==> config.mk <==
export PLATFORM = sky130hd
export DESIGN_NAME = vec_chunk_buffer_flat
export DESIGN_NICKNAME = d
export VERILOG_FILES = /design/src/rtl/vec_chunk_buffer_if.sv /design/src/rtl/vec_chunk_buffer.sv /design/src/flat_wrapper.sv
export SDC_FILE = /design/constraint.sdc
export NUM_CORES = 1
export LEC_CHECK = 0
export BUFFER_PORTS_ARGS = -buffer_cell sky130_fd_sc_hd__buf_2
export CORE_MARGIN = 10
export CORE_UTILIZATION = 45
export DETAILED_ROUTE_END_ITERATION = 7
export PLACE_DENSITY = 0.6
export SETUP_SLACK_MARGIN = 0.3
export SLEW_MARGIN = 30
export SYNTH_ARGS = -nofsm -noshare
export SYNTH_HDL_FRONTEND = slang
export SYNTH_SLANG_ARGS = --single-unit
==> constraint.sdc <==
create_clock -name clk_in -period 10.95 [get_ports clk_in]
set_input_delay 0.5475 -clock clk_in [delete_from_list [all_inputs] [get_ports clk_in]]
set_output_delay 0.5475 -clock clk_in [all_outputs]
set_load 0.02 [all_outputs]
==> src/rtl/vec_chunk_buffer_if.sv <==
// vec_chunk_buffer_if
//   Bundles the write-element stream and the chunk-read port of
//   vec_chunk_buffer.
//   slave  : the buffer itself.
//   master : the upstream producer and downstream consumer, seen as one side.
//   Write side : wr_valid/wr_data in, wr_ready out, ovf_err (sticky) out.
//   Read side  : rd_chunk_req/rd_ptr_rst/rd_release in, rd_ready/rd_data out.
//   Chunk must match the Chunk parameter of the attached buffer.
interface vec_chunk_buffer_if #(
  parameter int Chunk = 4
);
  logic                   wr_valid;
  logic signed [7:0]      wr_data;
  logic                   wr_ready;
  logic                   rd_ready;
  logic [Chunk-1:0][7:0]  rd_data;
  logic                   rd_chunk_req;
  logic                   rd_ptr_rst;
  logic                   rd_release;
  logic                   ovf_err;

  modport slave (
    input  wr_valid, wr_data, rd_chunk_req, rd_ptr_rst, rd_release,
    output wr_ready, rd_ready, rd_data, ovf_err
  );

  modport master (
    output wr_valid, wr_data, rd_chunk_req, rd_ptr_rst, rd_release,
    input  wr_ready, rd_ready, rd_data, ovf_err
  );
endinterface

==> src/rtl/vec_chunk_buffer.sv <==
// vec_chunk_buffer
//   Double-buffered activation vector store between two matrix-vector layers.
//   One signed 8-bit element is written per cycle into the fill bank while the
//   downstream layer reads fixed-width chunks from the other bank.
//   Ports:
//     clk_in : clock, rising edge
//     rst_in : asynchronous active-high reset
//     bus    : vec_chunk_buffer_if.slave (write stream + chunk read port)
//   Parameters:
//     VecLength : elements per vector (multiple of Chunk)
//     Chunk     : elements per read chunk

// vcb_lane
//   One read lane: picks element rd_ptr*Chunk+Lane out of the read bank.
//   Ports: bank_vec (whole read bank), rd_ptr (chunk index), elem (lane out).
module vcb_lane #(
  parameter int VecLength = 8,
  parameter int Chunk     = 4,
  parameter int Lane      = 0,
  parameter int PtrW      = 1
) (
  input  logic [VecLength-1:0][7:0] bank_vec,
  input  logic [PtrW-1:0]           rd_ptr,
  output logic [7:0]                elem
);
  localparam int NumChunks = VecLength / Chunk;

  // Explicit mux over chunk indices keeps index widths exact.
  always_comb begin
    elem = '0;
    for (int c = 0; c < NumChunks; c++) begin
      if (rd_ptr == c[PtrW-1:0]) elem = bank_vec[c*Chunk+Lane];
    end
  end
endmodule

module vec_chunk_buffer #(
  parameter int VecLength = 8,
  parameter int Chunk     = 4
) (
  input  logic               clk_in,
  input  logic               rst_in,
  vec_chunk_buffer_if.slave  bus
);
  localparam int NumChunks = VecLength / Chunk;
  localparam int PtrW      = (NumChunks > 1) ? $clog2(NumChunks) : 1;
  localparam int CntW      = (VecLength > 1) ? $clog2(VecLength) : 1;

  logic [1:0][VecLength-1:0][7:0] mem;
  logic [1:0]                     full;
  logic [1:0]                     full_nxt;
  logic                           wb;
  logic                           rb;
  logic [CntW-1:0]                wcnt;
  logic [PtrW-1:0]                rd_ptr;
  logic                           ovf;

  logic                           wr_ready;
  logic                           accept;
  logic                           wr_last;
  logic                           rel_ok;
  logic [VecLength-1:0][7:0]      rd_bank;
  logic [Chunk-1:0][7:0]          rd_chunk;

  // ---------------------------------------------------------------- control
  assign wr_ready = ~(full[0] & full[1]);
  assign accept   = bus.wr_valid & wr_ready;
  assign wr_last  = accept & (wcnt == CntW'(VecLength-1));
  // A release is meaningful only against a full read bank.
  assign rel_ok   = bus.rd_release & full[rb];

  // Release clears rb, completion sets wb. When both fire they always hit
  // different banks (wb can only be written while empty), so apply both.
  always_comb begin
    full_nxt = full;
    if (rel_ok)  full_nxt[rb] = 1'b0;
    if (wr_last) full_nxt[wb] = 1'b1;
  end

  always_ff @(posedge clk_in or posedge rst_in) begin
    if (rst_in) begin
      full   <= '0;
      wb     <= 1'b0;
      rb     <= 1'b0;
      wcnt   <= '0;
      rd_ptr <= '0;
      ovf    <= 1'b0;
    end else begin
      full <= full_nxt;

      if (accept) begin
        if (wr_last) begin
          wcnt <= '0;
          wb   <= ~wb;
        end else begin
          wcnt <= wcnt + 1'b1;
        end
      end

      // Dropped element: no state change other than the sticky flag.
      if (bus.wr_valid & ~wr_ready) ovf <= 1'b1;

      // Read pointer priority: release > rewind > advance.
      if (rel_ok) begin
        rb     <= ~rb;
        rd_ptr <= '0;
      end else if (bus.rd_ptr_rst) begin
        rd_ptr <= '0;
      end else if (bus.rd_chunk_req) begin
        rd_ptr <= (rd_ptr == PtrW'(NumChunks-1)) ? '0 : rd_ptr + 1'b1;
      end
    end
  end

  // ---------------------------------------------------------------- storage
  // Zeroed on reset so rd_data reads 0 until something is written.
  always_ff @(posedge clk_in or posedge rst_in) begin
    if (rst_in) begin
      mem <= '0;
    end else if (accept) begin
      mem[wb][wcnt] <= bus.wr_data;
    end
  end

  // ---------------------------------------------------------------- read mux
  // rd_data follows the read bank regardless of its full flag; consumers
  // qualify it with rd_ready.
  assign rd_bank = mem[rb];

  for (genvar i = 0; i < Chunk; i++) begin : g_lane
    vcb_lane #(
      .VecLength (VecLength),
      .Chunk     (Chunk),
      .Lane      (i),
      .PtrW      (PtrW)
    ) u_lane (
      .bank_vec (rd_bank),
      .rd_ptr   (rd_ptr),
      .elem     (rd_chunk[i])
    );
  end

  // ---------------------------------------------------------------- outputs
  assign bus.wr_ready = wr_ready;
  assign bus.rd_ready = full[rb];
  assign bus.rd_data  = rd_chunk;
  assign bus.ovf_err  = ovf;
endmodule

==> src/flat_wrapper.sv <==
// flat-port wrapper written by rule: the top's interface ports become plain ports
module vec_chunk_buffer_flat 
#(
  parameter int VecLength = 8,
  parameter int Chunk     = 4
)
  (clk_in, rst_in, bus_wr_valid, bus_wr_data, bus_rd_chunk_req, bus_rd_ptr_rst, bus_rd_release, bus_wr_ready, bus_rd_ready, bus_rd_data, bus_ovf_err);
  vec_chunk_buffer_if #(.Chunk(Chunk)) bus_i ();
  input  logic clk_in;
  input  logic rst_in;
  input wire logic [$bits(bus_i.wr_valid)-1:0] bus_wr_valid;
  input wire logic [$bits(bus_i.wr_data)-1:0] bus_wr_data;
  input wire logic [$bits(bus_i.rd_chunk_req)-1:0] bus_rd_chunk_req;
  input wire logic [$bits(bus_i.rd_ptr_rst)-1:0] bus_rd_ptr_rst;
  input wire logic [$bits(bus_i.rd_release)-1:0] bus_rd_release;
  output wire logic [$bits(bus_i.wr_ready)-1:0] bus_wr_ready;
  output wire logic [$bits(bus_i.rd_ready)-1:0] bus_rd_ready;
  output wire logic [$bits(bus_i.rd_data)-1:0] bus_rd_data;
  output wire logic [$bits(bus_i.ovf_err)-1:0] bus_ovf_err;
  assign bus_i.wr_valid = bus_wr_valid;
  assign bus_i.wr_data = bus_wr_data;
  assign bus_i.rd_chunk_req = bus_rd_chunk_req;
  assign bus_i.rd_ptr_rst = bus_rd_ptr_rst;
  assign bus_i.rd_release = bus_rd_release;
  assign bus_wr_ready = bus_i.wr_ready;
  assign bus_rd_ready = bus_i.rd_ready;
  assign bus_rd_data = bus_i.rd_data;
  assign bus_ovf_err = bus_i.ovf_err;
  vec_chunk_buffer #(.VecLength(VecLength), .Chunk(Chunk)) u_core (.clk_in(clk_in), .rst_in(rst_in), .bus(bus_i));
endmodule
==> qor.yml <==
status: "finished, final reports clean"
grt_pass1_wl_um: 20400
vias: 3341
core_mm2: 0.0132
p_seq_share_pct: 40.8
clkSlewWorstSetupHoldPaths_ps: 50
antenna_found_initial: 0
hold_ws_ps: 279
critPathMaxFanout: 22
mostFrequentLayoutCell: "dfrtp_1"
rsz0062_at_grt: "no"
yosysWarnings: 0
multiInputGateArea_mm2: 0.00256
power_leakage_nw: 3.12
clk_path_buf_depth: 2
cts_resized: 0
startpoint: "u_core.rb"
use_met2_pct: 23.2
placed_cell_area_mm2: 0.00649
utilization_pct: 53.2
p_sw_uw: 690
clock_sinks: 137
min_from: "bus_rd_ptr_rst"
initial_core_util_pct: 46.1
synth_cell_types: 33
hold_path.class: "in2reg"
ios: 49
fin_skew_ps: 7.76
n_antenna_cell: 0
syn_to_final_growth_pct: 15.4
root_buffer: "clkbuf_16"
ys_seq_area_share_pct: 56.2
met3_usage_pct: 3.99
wl_um: 12700
wl_per_cell_um: 21.1
p_total_mw: 2.18
fmax_mhz: 331
synth_seq_cells: 137
ant_nets: 0
cts_buffers: 17
fin_cells: 604
synth_area_leaders: "dfrtp_1 56%, mux2_2 24%, mux4_2 12%, clkbuf_1 0.80%, nor4_4 0.70%"
route.detailed.drc: 0
max_cap_viol_count: 0
period_needed_ps: 3020
clk_latency_ps: 420
ir_worst_vdd_uv: 178
slowest_stage: "dfrtp_1"
netlist_area_mm2: 0.00610
grt_pass1_vias: 3552
post-cts-setup-buffer-count: 0
combPwrFrac_pct: 35.0
pwr-share-clk_pct: 24.1
die_w_um: 136
overflow: 0
path_cells: "buf_4 > mux4_2 > buf_2"
busiest_layer: "met2"
crit_path_max_incr_delay_ps: 830
layout.nets: 432
startpoint_type: "register"
final-hold-violation-count: 0
final_cell_mix: "136 x dfrtp_1, 129 x mux2_2, 48 x buf_2"
dpl.cell_count: 573
synth_top_area_share_pct: 56.2
criticalPathCategory: "reg2out"
syn_inst: 368
power_density_mw_per_mm2: 309
setup_viol: 0
finalMaxSlewViolations: 0
timing.final.crit_share_pct: 27.6
dp_slack_ps: 8350
grt_use_total_pct: 14.7
h-tree-depth: 4
p_int_mw: 1.49
first_iter_violations: 133
postSynthAreaPerCell_um2: 16.6
relSlewSlack_pct: 44.0
synth_fp_nets: 384
port_buffers: 48
die_area_mm2: 0.0186
cts_hold_buf: 0
routabilityCongestion: 0.786
regArea_mm2: 0.00343
synth_top_cell_by_area: "dfrtp_1"
vias_per_cell: 5.53
cp.required_ps: 10400
nFillCells: 1115
timing.rr.start: "u_core.full[1]"
drive_above_1_share_pct: 58.2
end_kind: "output port"
die_h_um: 136
hpwl_um: 8100
num_rows: 42
grt.met1_usage_pct: 19.1
tritoncts: "done"
p_sw_share_pct: 31.7
tightestPinTransition_ps: 840
cp.arrival_ps: 2470
layout_setup_ws_ps: 7930
grt_max_degree: 71
final_area_mm2: 0.00704
totalNegativeSetupSlack_ps: 0
drtPass1Iterations: 4
-- routing by layer --
metal,routed length [um],vias up
li1,-,1485
met1,5880,1800
met2,6310,44
met3,411,12
met4,133,0
met5,0,-
-- worst paths after layout --
path	cells after the start	end	slack, ps
max	3	bus_rd_data[23]	7930
min	2	u_core.rd_ptr	280
max reg2reg	3	u_core.mem[45]	8680
min reg2reg	1	u_core.bus.ovf_err	460
max in group asynchronous	3	u_core.mem[4]	9510
min in group asynchronous	2	u_core.mem[90]	310
-- critical path, delay by kind of cell, from the launching register on --
| family | cells | cell delay (ps) |
|---|---|---|
| mux | 1 | 550 |
| flops | 1 | 830 |
| buf+inv | 2 | 660 |
-- cells in the mapped netlist --
library cell and number:
dfrtp_1 137, mux2_2 129, mux4_2 32, clkbuf_1 13, nand2_1 7, buf_2 6, inv_1 3, nand3_1 3
nand4b_1 3, o21ai_0 3, ha_1 2, nand3b_1 2, nand4_1 2, nand4_2 2, nor2_1 2, nor2b_1 2
nor3b_4 2, nor4_4 2, xnor2_1 2, a211oi_1 1, a21bo_1 1, a21boi_2 1, a21o_1 1, a21oi_1 1
a31o_2 1, a31oi_1 1, a32o_1 1, buf_1 1, buf_6 1, clkbuf_2 1, nor3_1 1, nor3_4 1
nor4b_4 1
-- power by group through the flow --
stage / Sequential [mW] / Clock [mW] / Combinational (mW)
2_1_floorplan: 0.831 / 0 / 0.621
3_5_place_dp: 0.898 / 0 / 0.778
5_1_grt: 0.920 / 0.559 / 0.825
6_report: 0.889 / 0.525 / 0.763
3_3_place_gp: 0.886 / 0 / 0.763
4_1_cts: 0.890 / 0.538 / 0.781
-- flip-flops by register name (all words and copies together), names as in the netlist --
signal,count
u_core.bus.ovf_err,1
u_core.full,2
u_core.mem,128
u_core.rb,1
u_core.rd_ptr,1
u_core.wb,1
u_core.wcnt,3
-- cells by family (layout without fill, tap and decap cells) --
kind of cell / count (synthesis) / after routing / share of synthesized area [%]
flops: 137 / 137 / 56.2
buf+inv: 25 / 85 / 1.80
compound gates: 11 / 11 / 1.33
simple gates: 30 / 30 / 4.35
fa+ha+maj: 2 / 2 / 0.410
mux: 161 / 161 / 35.6
xor+xnor: 2 / 2 / 0.287
-- final cells by class --
type | instances | share of cell area (%)
Clock buffer | 30 | 7.73
Tap cell | 176 | 3.13
Multi-Input combinational cell | 206 | 36.4
Sequential cell | 137 | 48.7
Timing Repair Buffer | 51 | 3.78
Clock inverter | 1 | 0.0711
Inverter | 3 | 0.195
Power figures use the tool's default switching activity.
